File: src/rtl/dmem_arbiter_if.sv
// Bundle of core, debug and memory signals around dmem_arbiter.
// slave: the arbiter's view; master: the surrounding core/debug/memory view.
interface dmem_arbiter_if #(
  parameter int unsigned AW = 32,
  parameter int unsigned DW = 32
);
  logic          cpu_req;
  logic          cpu_we;
  logic [AW-1:0] cpu_addr;
  logic [DW-1:0] cpu_wdata;
  logic [DW-1:0] cpu_rdata;
  logic          cpu_stall;

  logic          dbg_req;
  logic          dbg_we;
  logic [AW-1:0] dbg_addr;
  logic [DW-1:0] dbg_wdata;
  logic [DW-1:0] dbg_rdata;
  logic          dbg_ack;

  logic          mem_req;
  logic          mem_we;
  logic [AW-1:0] mem_addr;
  logic [DW-1:0] mem_wdata;
  logic [DW-1:0] mem_rdata;
  logic          mem_ready;

  logic          err;

  modport slave (
    input  cpu_req, cpu_we, cpu_addr, cpu_wdata,
    output cpu_rdata, cpu_stall,
    input  dbg_req, dbg_we, dbg_addr, dbg_wdata,
    output dbg_rdata, dbg_ack,
    output mem_req, mem_we, mem_addr, mem_wdata,
    input  mem_rdata, mem_ready,
    output err
  );

  modport master (
    output cpu_req, cpu_we, cpu_addr, cpu_wdata,
    input  cpu_rdata, cpu_stall,
    output dbg_req, dbg_we, dbg_addr, dbg_wdata,
    input  dbg_rdata, dbg_ack,
    input  mem_req, mem_we, mem_addr, mem_wdata,
    output mem_rdata, mem_ready,
    input  err
  );
endinterface

File: src/rtl/dmem_arbiter.sv
// Shares one single-port data memory between the core MEM stage and a debug port,
// with a watchdog abort. Define DMEM_ARB_RR_EN for round-robin instead of CPU priority.
module dmem_arbiter #(
  parameter int unsigned AW       = 32,
  parameter int unsigned DW       = 32,
  parameter int unsigned MAX_WAIT = 16
) (
  input logic           clk,
  input logic           reset,
  dmem_arbiter_if.slave bus
);

  localparam int unsigned WdW = $clog2(MAX_WAIT + 1);

  typedef enum logic [1:0] {StIdle, StCpu, StDbg} state_e;

  state_e        state_q, state_d;
  logic [WdW-1:0] wd_q, wd_d;
  logic          mem_req_q, mem_req_d;
  logic          mem_we_q, mem_we_d;
  logic [AW-1:0] mem_addr_q, mem_addr_d;
  logic [DW-1:0] mem_wdata_q, mem_wdata_d;
  logic [DW-1:0] cpu_rdata_q, cpu_rdata_d;
  logic [DW-1:0] dbg_rdata_q, dbg_rdata_d;
  logic          dbg_ack_q, dbg_ack_d;

  logic          dbg_req_eff, any_req, pick_dbg;
  logic          granted, wd_abort, done, cpu_done;
  logic [DW-1:0] rd_val;

  // The debug port still holds req during its ack cycle; ignore it so it is not re-granted.
  assign dbg_req_eff = bus.dbg_req & ~dbg_ack_q;
  assign any_req     = bus.cpu_req | dbg_req_eff;
  assign granted     = (state_q != StIdle);
  assign wd_abort    = granted & ~bus.mem_ready & (wd_q == WdW'(MAX_WAIT - 1));
  assign done        = granted & (bus.mem_ready | wd_abort);
  assign cpu_done    = (state_q == StCpu) & done;
  assign rd_val      = wd_abort ? '0 : bus.mem_rdata;

`ifdef DMEM_ARB_RR_EN
  logic last_dbg_q, last_dbg_d;

  assign last_dbg_d = (state_q == StIdle && any_req) ? pick_dbg : last_dbg_q;
  assign pick_dbg   = dbg_req_eff & (~bus.cpu_req | ~last_dbg_q);

  always_ff @(posedge clk) begin
    if (reset) last_dbg_q <= 1'b1;
    else       last_dbg_q <= last_dbg_d;
  end
`else
  assign pick_dbg = dbg_req_eff & ~bus.cpu_req;
`endif

  always_ff @(posedge clk) begin
    if (reset) begin
      state_q     <= StIdle;
      wd_q        <= '0;
      mem_req_q   <= 1'b0;
      mem_we_q    <= 1'b0;
      mem_addr_q  <= '0;
      mem_wdata_q <= '0;
      cpu_rdata_q <= '0;
      dbg_rdata_q <= '0;
      dbg_ack_q   <= 1'b0;
    end else begin
      state_q     <= state_d;
      wd_q        <= wd_d;
      mem_req_q   <= mem_req_d;
      mem_we_q    <= mem_we_d;
      mem_addr_q  <= mem_addr_d;
      mem_wdata_q <= mem_wdata_d;
      cpu_rdata_q <= cpu_rdata_d;
      dbg_rdata_q <= dbg_rdata_d;
      dbg_ack_q   <= dbg_ack_d;
    end
  end

  always_comb begin
    state_d = state_q;
    unique case (state_q)
      StIdle:       if (any_req) state_d = pick_dbg ? StDbg : StCpu;
      StCpu, StDbg: if (done) state_d = StIdle;
      default:      state_d = StIdle;
    endcase
  end

  always_comb begin
    wd_d        = wd_q;
    mem_req_d   = mem_req_q;
    mem_we_d    = mem_we_q;
    mem_addr_d  = mem_addr_q;
    mem_wdata_d = mem_wdata_q;
    cpu_rdata_d = cpu_rdata_q;
    dbg_rdata_d = dbg_rdata_q;
    dbg_ack_d   = 1'b0;
    unique case (state_q)
      StIdle: begin
        wd_d = '0;
        if (any_req) begin
          mem_req_d   = 1'b1;
          mem_we_d    = pick_dbg ? bus.dbg_we    : bus.cpu_we;
          mem_addr_d  = pick_dbg ? bus.dbg_addr  : bus.cpu_addr;
          mem_wdata_d = pick_dbg ? bus.dbg_wdata : bus.cpu_wdata;
        end
      end
      StCpu, StDbg: begin
        if (done) begin
          wd_d      = '0;
          mem_req_d = 1'b0;
          if (!mem_we_q) begin
            if (state_q == StCpu) cpu_rdata_d = rd_val;
            else                  dbg_rdata_d = rd_val;
          end
          if (state_q == StDbg) dbg_ack_d = 1'b1;
        end else begin
          wd_d = wd_q + 1'b1;
        end
      end
      default: ;
    endcase
  end

  assign bus.mem_req   = mem_req_q;
  assign bus.mem_we    = mem_we_q;
  assign bus.mem_addr  = mem_addr_q;
  assign bus.mem_wdata = mem_wdata_q;
  // Load data bypasses the register so it is valid in the cycle the stall drops.
  assign bus.cpu_rdata = (cpu_done & ~mem_we_q) ? rd_val : cpu_rdata_q;
  assign bus.cpu_stall = bus.cpu_req & ~cpu_done;
  assign bus.dbg_rdata = dbg_rdata_q;
  assign bus.dbg_ack   = dbg_ack_q;
  assign bus.err       = wd_abort & ~reset;

endmodule
File: src/flat_wrapper.sv
// flat-port wrapper written by rule: the top's interface ports become plain ports
module dmem_arbiter_flat 
#(
  parameter int unsigned AW       = 32,
  parameter int unsigned DW       = 32,
  parameter int unsigned MAX_WAIT = 16
)
  (clk, reset, bus_cpu_req, bus_cpu_we, bus_cpu_addr, bus_cpu_wdata, bus_cpu_rdata, bus_cpu_stall, bus_dbg_req, bus_dbg_we, bus_dbg_addr, bus_dbg_wdata, bus_dbg_rdata, bus_dbg_ack, bus_mem_req, bus_mem_we, bus_mem_addr, bus_mem_wdata, bus_mem_rdata, bus_mem_ready, bus_err);
  dmem_arbiter_if #(.AW(AW), .DW(DW)) bus_i ();
  input logic clk;
  input logic reset;
  input wire logic [$bits(bus_i.cpu_req)-1:0] bus_cpu_req;
  input wire logic [$bits(bus_i.cpu_we)-1:0] bus_cpu_we;
  input wire logic [$bits(bus_i.cpu_addr)-1:0] bus_cpu_addr;
  input wire logic [$bits(bus_i.cpu_wdata)-1:0] bus_cpu_wdata;
  output wire logic [$bits(bus_i.cpu_rdata)-1:0] bus_cpu_rdata;
  output wire logic [$bits(bus_i.cpu_stall)-1:0] bus_cpu_stall;
  input wire logic [$bits(bus_i.dbg_req)-1:0] bus_dbg_req;
  input wire logic [$bits(bus_i.dbg_we)-1:0] bus_dbg_we;
  input wire logic [$bits(bus_i.dbg_addr)-1:0] bus_dbg_addr;
  input wire logic [$bits(bus_i.dbg_wdata)-1:0] bus_dbg_wdata;
  output wire logic [$bits(bus_i.dbg_rdata)-1:0] bus_dbg_rdata;
  output wire logic [$bits(bus_i.dbg_ack)-1:0] bus_dbg_ack;
  output wire logic [$bits(bus_i.mem_req)-1:0] bus_mem_req;
  output wire logic [$bits(bus_i.mem_we)-1:0] bus_mem_we;
  output wire logic [$bits(bus_i.mem_addr)-1:0] bus_mem_addr;
  output wire logic [$bits(bus_i.mem_wdata)-1:0] bus_mem_wdata;
  input wire logic [$bits(bus_i.mem_rdata)-1:0] bus_mem_rdata;
  input wire logic [$bits(bus_i.mem_ready)-1:0] bus_mem_ready;
  output wire logic [$bits(bus_i.err)-1:0] bus_err;
  assign bus_i.cpu_req = bus_cpu_req;
  assign bus_i.cpu_we = bus_cpu_we;
  assign bus_i.cpu_addr = bus_cpu_addr;
  assign bus_i.cpu_wdata = bus_cpu_wdata;
  assign bus_cpu_rdata = bus_i.cpu_rdata;
  assign bus_cpu_stall = bus_i.cpu_stall;
  assign bus_i.dbg_req = bus_dbg_req;
  assign bus_i.dbg_we = bus_dbg_we;
  assign bus_i.dbg_addr = bus_dbg_addr;
  assign bus_i.dbg_wdata = bus_dbg_wdata;
  assign bus_dbg_rdata = bus_i.dbg_rdata;
  assign bus_dbg_ack = bus_i.dbg_ack;
  assign bus_mem_req = bus_i.mem_req;
  assign bus_mem_we = bus_i.mem_we;
  assign bus_mem_addr = bus_i.mem_addr;
  assign bus_mem_wdata = bus_i.mem_wdata;
  assign bus_i.mem_rdata = bus_mem_rdata;
  assign bus_i.mem_ready = bus_mem_ready;
  assign bus_err = bus_i.err;
  dmem_arbiter #(.AW(AW), .DW(DW), .MAX_WAIT(MAX_WAIT)) u_core (.clk(clk), .reset(reset), .bus(bus_i));
endmodule
File: config.mk
export PLATFORM = sky130hd
export DESIGN_NAME = dmem_arbiter_flat
export DESIGN_NICKNAME = d
export VERILOG_FILES = /design/src/rtl/dmem_arbiter_if.sv /design/src/rtl/dmem_arbiter.sv /design/src/flat_wrapper.sv
export SDC_FILE = /design/constraint.sdc
export NUM_CORES = 1
export LEC_CHECK = 0
export ABC_AREA = 1
export BUFFER_PORTS_ARGS = -buffer_cell sky130_fd_sc_hd__buf_2
export CORE_MARGIN = 5
export CORE_UTILIZATION = 53
export DETAILED_ROUTE_END_ITERATION = 10
export GPL_ROUTABILITY_DRIVEN = 0
export HOLD_SLACK_MARGIN = 0.06
export PLACE_DENSITY = 0.95
export SLEW_MARGIN = 20
export SYNTH_ARGS = -nofsm -noshare
export SYNTH_HDL_FRONTEND = slang
export SYNTH_SLANG_ARGS = --single-unit
File: constraint.sdc
create_clock -name clk -period 4.3 [get_ports clk]
set_input_delay 1.29 -clock clk [delete_from_list [all_inputs] [get_ports clk]]
set_output_delay 1.29 -clock clk [all_outputs]
set_load 0.1 [all_outputs]
After elaboration in Yosys (flattened, before gate mapping)
Index checks and enable logic that the tools add are counted.
{"block": "classes", "addsub": 1, "eq_ne": 5, "muxes": 15, "bitwise": 20, "n_reduce_logical": 10}
{"op": "$mux 32", "count": 4}
{"op": "$pmux 5 s2", "count": 1}
{"op": "$and 1x1->1", "count": 9}
{"op": "$not 1->1", "count": 9}
{"op": "$reduce_and 4->1", "count": 2}
{"op": "$mux 2", "count": 3}
{"op": "$add 5x1->5 const B", "count": 1}
{"op": "$eq 5x4->1 const B", "count": 1}
{"op": "$mux 5", "count": 1}
{"op": "$mux 1", "count": 4}
{"op": "$ne 2x1->1 const B", "count": 2}
{"op": "$pmux 2 s2", "count": 1}
{"op": "$reduce_and 2->1", "count": 2}
{"op": "$reduce_bool 2->1", "count": 2}
{"op": "$reduce_and 3->1", "count": 1}
{"op": "$reduce_or 3->1", "count": 1}
{"op": "$eq 2x1->1 const B", "count": 1}
{"op": "$eq 2x2->1 const B", "count": 1}
{"op": "$logic_not 2->1", "count": 1}
{"op": "$or 1x1->1", "count": 2}
{"op": "$pmux 1 s2", "count": 1}
{"op": "$reduce_or 2->1", "count": 1}
{"block": "totals", "regBits": 138, "in_bits": 167, "out_inout_bits": 133}

Depth between registers and ports, before layout
{"block": "logic_depth", "depth_word": 8, "ltp_mapped": 10, "mapped_depth_nobuf": 9}

Worst setup path after synthesis
Ideal clock, no wire load.
{"block": "synth_path", "kind": "input-to-output", "start": "in bus_mem_ready", "end": "out bus_cpu_rdata[10]", "t_arrival_ps": 3202, "required_time_ps": 3010, "setup_slack_ps": -192, "stages": 6, "n_path_buf": 1, "cell_sequence": "nand2_1 nand2_2 nand2_1 nor2_4 buf_2 o21ai_1"}
{"block": "synth_via", "elab_chain_len": 8}
{"element": "start, declared", "line_no": "flat_wrapper.sv:29", "source": "input wire logic [$bits(bus_i.mem_ready)-1:0] bus_mem_ready;"}
{"element": "$not 1->1", "line_no": "dmem_arbiter.sv:35", "source": "assign wd_abort = granted & ~bus.mem_ready & (wd_q == WdW'(MAX_WAIT - 1));"}
{"element": "$and 1x1->1 (2 in a row)", "line_no": "dmem_arbiter.sv:35"}
{"element": "$or 1x1->1", "line_no": "dmem_arbiter.sv:36", "source": "assign done = granted & (bus.mem_ready | wd_abort);"}
{"element": "$and 1x1->1", "line_no": "dmem_arbiter.sv:36"}
{"element": "$and 1x1->1", "line_no": "dmem_arbiter.sv:37", "source": "assign cpu_done = (state_q == StCpu) & done;"}
{"element": "$and 1x1->1", "line_no": "dmem_arbiter.sv:128", "source": "assign bus.cpu_rdata = (cpu_done & ~mem_we_q) ? rd_val : cpu_rdata_q;"}
{"element": "$mux 32 (*)", "line_no": "dmem_arbiter.sv:128"}
{"element": "end, declared", "line_no": "flat_wrapper.sv:16", "source": "output wire logic [$bits(bus_i.cpu_rdata)-1:0] bus_cpu_rdata;"}
Mark *: on every way between the ends. The rest lies on a longest branch, timed or not.

Worst setup path in the final report
{"block": "layout_path", "start": "in bus_mem_ready", "end": "out bus_cpu_rdata[28]"}
The elaborated chain is that of the path after synthesis.

==> results.tsv <==
stage	metric	value	unit
clocking	h-tree-depth	4	
cells_and_area	fin_nets	1733	
cells_and_area	drive_gt1_frac	0.2244	
synthesis	syn_area	7363	um2
run	cap_violations	0	
floorplan	fp-row-count	43	
clocking	path_clk_slew	0.05	ns
timing	fmax	253.0	MHz
grt	grt_pass1_vias	7609	
detailed_routing	drtPass1Iterations	5	
cells_and_area	final_util	0.7273	
floorplan	coreArea	13770	um2
detailed_routing	routed_via_density	4.612	
clocking	postCtsHoldBufs	0	
detailed_routing	drt_wl_total	21.51	mm
timing	hold_viol	0	
synthesis	syn_nets	1470	
timing	rsz0062_at_grt	no	
timing	worstMarginPinSlew	1.016	ns
detailed_routing	drc	0	
synthesis	syn_area_per_cell	5.677	um2
critical_path	cp.required	3.01	ns
clocking	clock_latency	0.41	ns
timing	relSlewSlack	0.3230	
cells_and_area	final_common_cell	nand2_1	
cells_and_area	n_fill_cell	1006	
cells_and_area	diodes	0	
clocking	cts_resized	0	
synthesis	ys_types	25	
grt	track_usage	0.2578	
clocking	numCtsBuffers	17	
grt	grt_pass1_wl	34.27	mm
critical_path	critPathLaunchType	input port	
synthesis	syn_inst	1297	
cells_and_area	final_cell_mix	436 x nand2_1, 359 x nor2_1, 267 x buf_2	
clocking	clk_path_buf_depth	2	
timing	worst_hold_slack	0.4480	ns
critical_path	end_kind	primary output	
critical_path	r2r-start	u_core.state_q[1]	
timing	setup_viol	0	
critical_path	crit_path_start	bus_mem_ready	
grt	grt_max_degree	115	
place	dp_hpwl	15.66	mm
clocking	post_cts_buffers	0	
detailed_routing	drt.antenna.violating_nets	0	
place	io_buffers	299	
critical_path	critPathMaxFanout	25	
timing	slew_violations	0	
pwr	p_leak	0.006071	uW
detailed_routing	vias	8084	
floorplan	die_y	127.9	um
worst_hold_path	worstHoldPathType	register to register	
critical_path	r2r_cells	7	
grt	grt_antenna_before_repair	0	
cells_and_area	synthToLayoutAreaGrowth	36.04	%
synthesis	synth_seq_cells	138	
clocking	clock_sinks	138	
worst_hold_path	worstHoldStart	u_core.bus.mem_req	
detailed_routing	routedWlPerCell	12.27	um
cells_and_area	final_cells	1753	
synthesis	yosys_warnings	0	
pwr	vdd.ir_drop.worst	330.6	uV
floorplan	die_w	127.9	um
critical_path	arrival	2.66	ns
place	dp_cells	1721	
timing	fin_crit_sh	0.9192	
floorplan	io_pins	300	
detailed_routing	drt_iter0_drc	591	
timing	fin_skew	0.007443	ns
worst_hold_path	worstHoldPathCells	2	
grt	gr-total-overflow	0	
status	outcome	complete, no violations	
clocking	clockRootBuffer	clkbuf_16	
critical_path	worst-setup-path-type	input port to primary output	
timing	period_needed	3.952	ns
timing	fin_setup_tns	0	ns
pwr	power_density	458.2	nW/um2
clocking	tritoncts	built	
floorplan	die_area	16350	um2
floorplan	start_util	0.5346	
synthesis	synth-seq-area-share	0.3752	
-- cell families (layout without fill, tap and decap cells) --
| logic type | Yosys count | after routing | share of synthesized area |
|---|---|---|---|
| mux | 1 | 1 | 0.001359 |
| simple gates | 818 | 818 | 0.4248 |
| buf+inv | 295 | 571 | 0.1604 |
| flops | 138 | 138 | 0.3752 |
| compound gates | 36 | 36 | 0.02447 |
| fa+ha+maj | 6 | 6 | 0.01020 |
| xor+xnor | 3 | 3 | 0.003569 |
-- stage by stage --
stage                     area [um2]  power [uW]  setup slack (ns)
after floorplan                 7371        2719           -0.1921
after global placement          9370        3015            0.4684
after detailed placement        9370        3041            0.3845
after CTS                      10020        4615            0.3807
after global routing           10020        4795            0.2134
final                          10020        4590            0.3476
-- cells in the mapped netlist (all sizes together) --
cell type	count	area, um2
inv	233	874.6
a21oi	3	15.01
and3	1	6.260
dfxtp	138	2763
o21ai	33	165.2
clkbuf	15	56.30
nor3	1	10.01
nand2	439	1653
nand3	13	75.07
clkinv	1	3.750
mux2i	1	10.01
nor2	361	1365
ha	6	75.07
xor2	3	26.28
nand4	3	18.77
buf	46	246.5
-- report_power, final --
group	switching (uW)	total (uW)	internal (uW)
clock	542	1570	1030
combinational	1250	1570	316
sequential	57.1	1450	1390
-- worst max-delay path: stages --
cell	delay (ns)
buf_2	0.11
nor2_1	0.10
nand2_2	0.17
inv_2	0.41
nor2_1	0.15
nand2_1	0.10
o21ai_1	0.11
buf_12	0.19
-- sequential cells by signal (all words and copies together) (netlist names) --
| signal | flops |
|---|---|
| u_core.bus.dbg_ack | 1 |
| u_core.bus.dbg_rdata | 32 |
| u_core.bus.mem_addr | 32 |
| u_core.bus.mem_req | 1 |
| u_core.bus.mem_wdata | 32 |
| u_core.bus.mem_we | 1 |
| u_core.cpu_rdata_q | 32 |
| u_core.state_q | 2 |
| u_core.wd_q | 5 |
-- final timing paths --
check / endpoint / slack, ns
max: bus_cpu_rdata[28] / 0.35
min: u_core.bus.mem_req / 0.45
max reg2reg: u_core.bus.dbg_rdata[31] / 1.56
min reg2reg: u_core.bus.mem_req / 0.45
-- area by class of cell --
type                    count  area, um2  area share
clock buffers              21      480.5     0.04796
repair buffers            305       2059      0.2056
clock inverters            11      166.4     0.01661
multi-input cells         864       3442      0.3436
well taps                 180      225.2     0.02248
flip-flops and latches    138       2763      0.2758
inverters                 234      880.8     0.08793
-- metal layers --
| layer | part of all wire | wire, um | GRT usage |
|---|---|---|---|
| met4 | 0.046 | 995 | 0.1461 |
| met2 | 0.49 | 10540 | 0.4455 |
| met5 | 0 | 0 | 0 |
| met3 | 0.076 | 1629 | 0.05667 |
| met1 | 0.39 | 8340 | 0.2930 |
No activity file was read; power rests on OpenSTA's default activity.
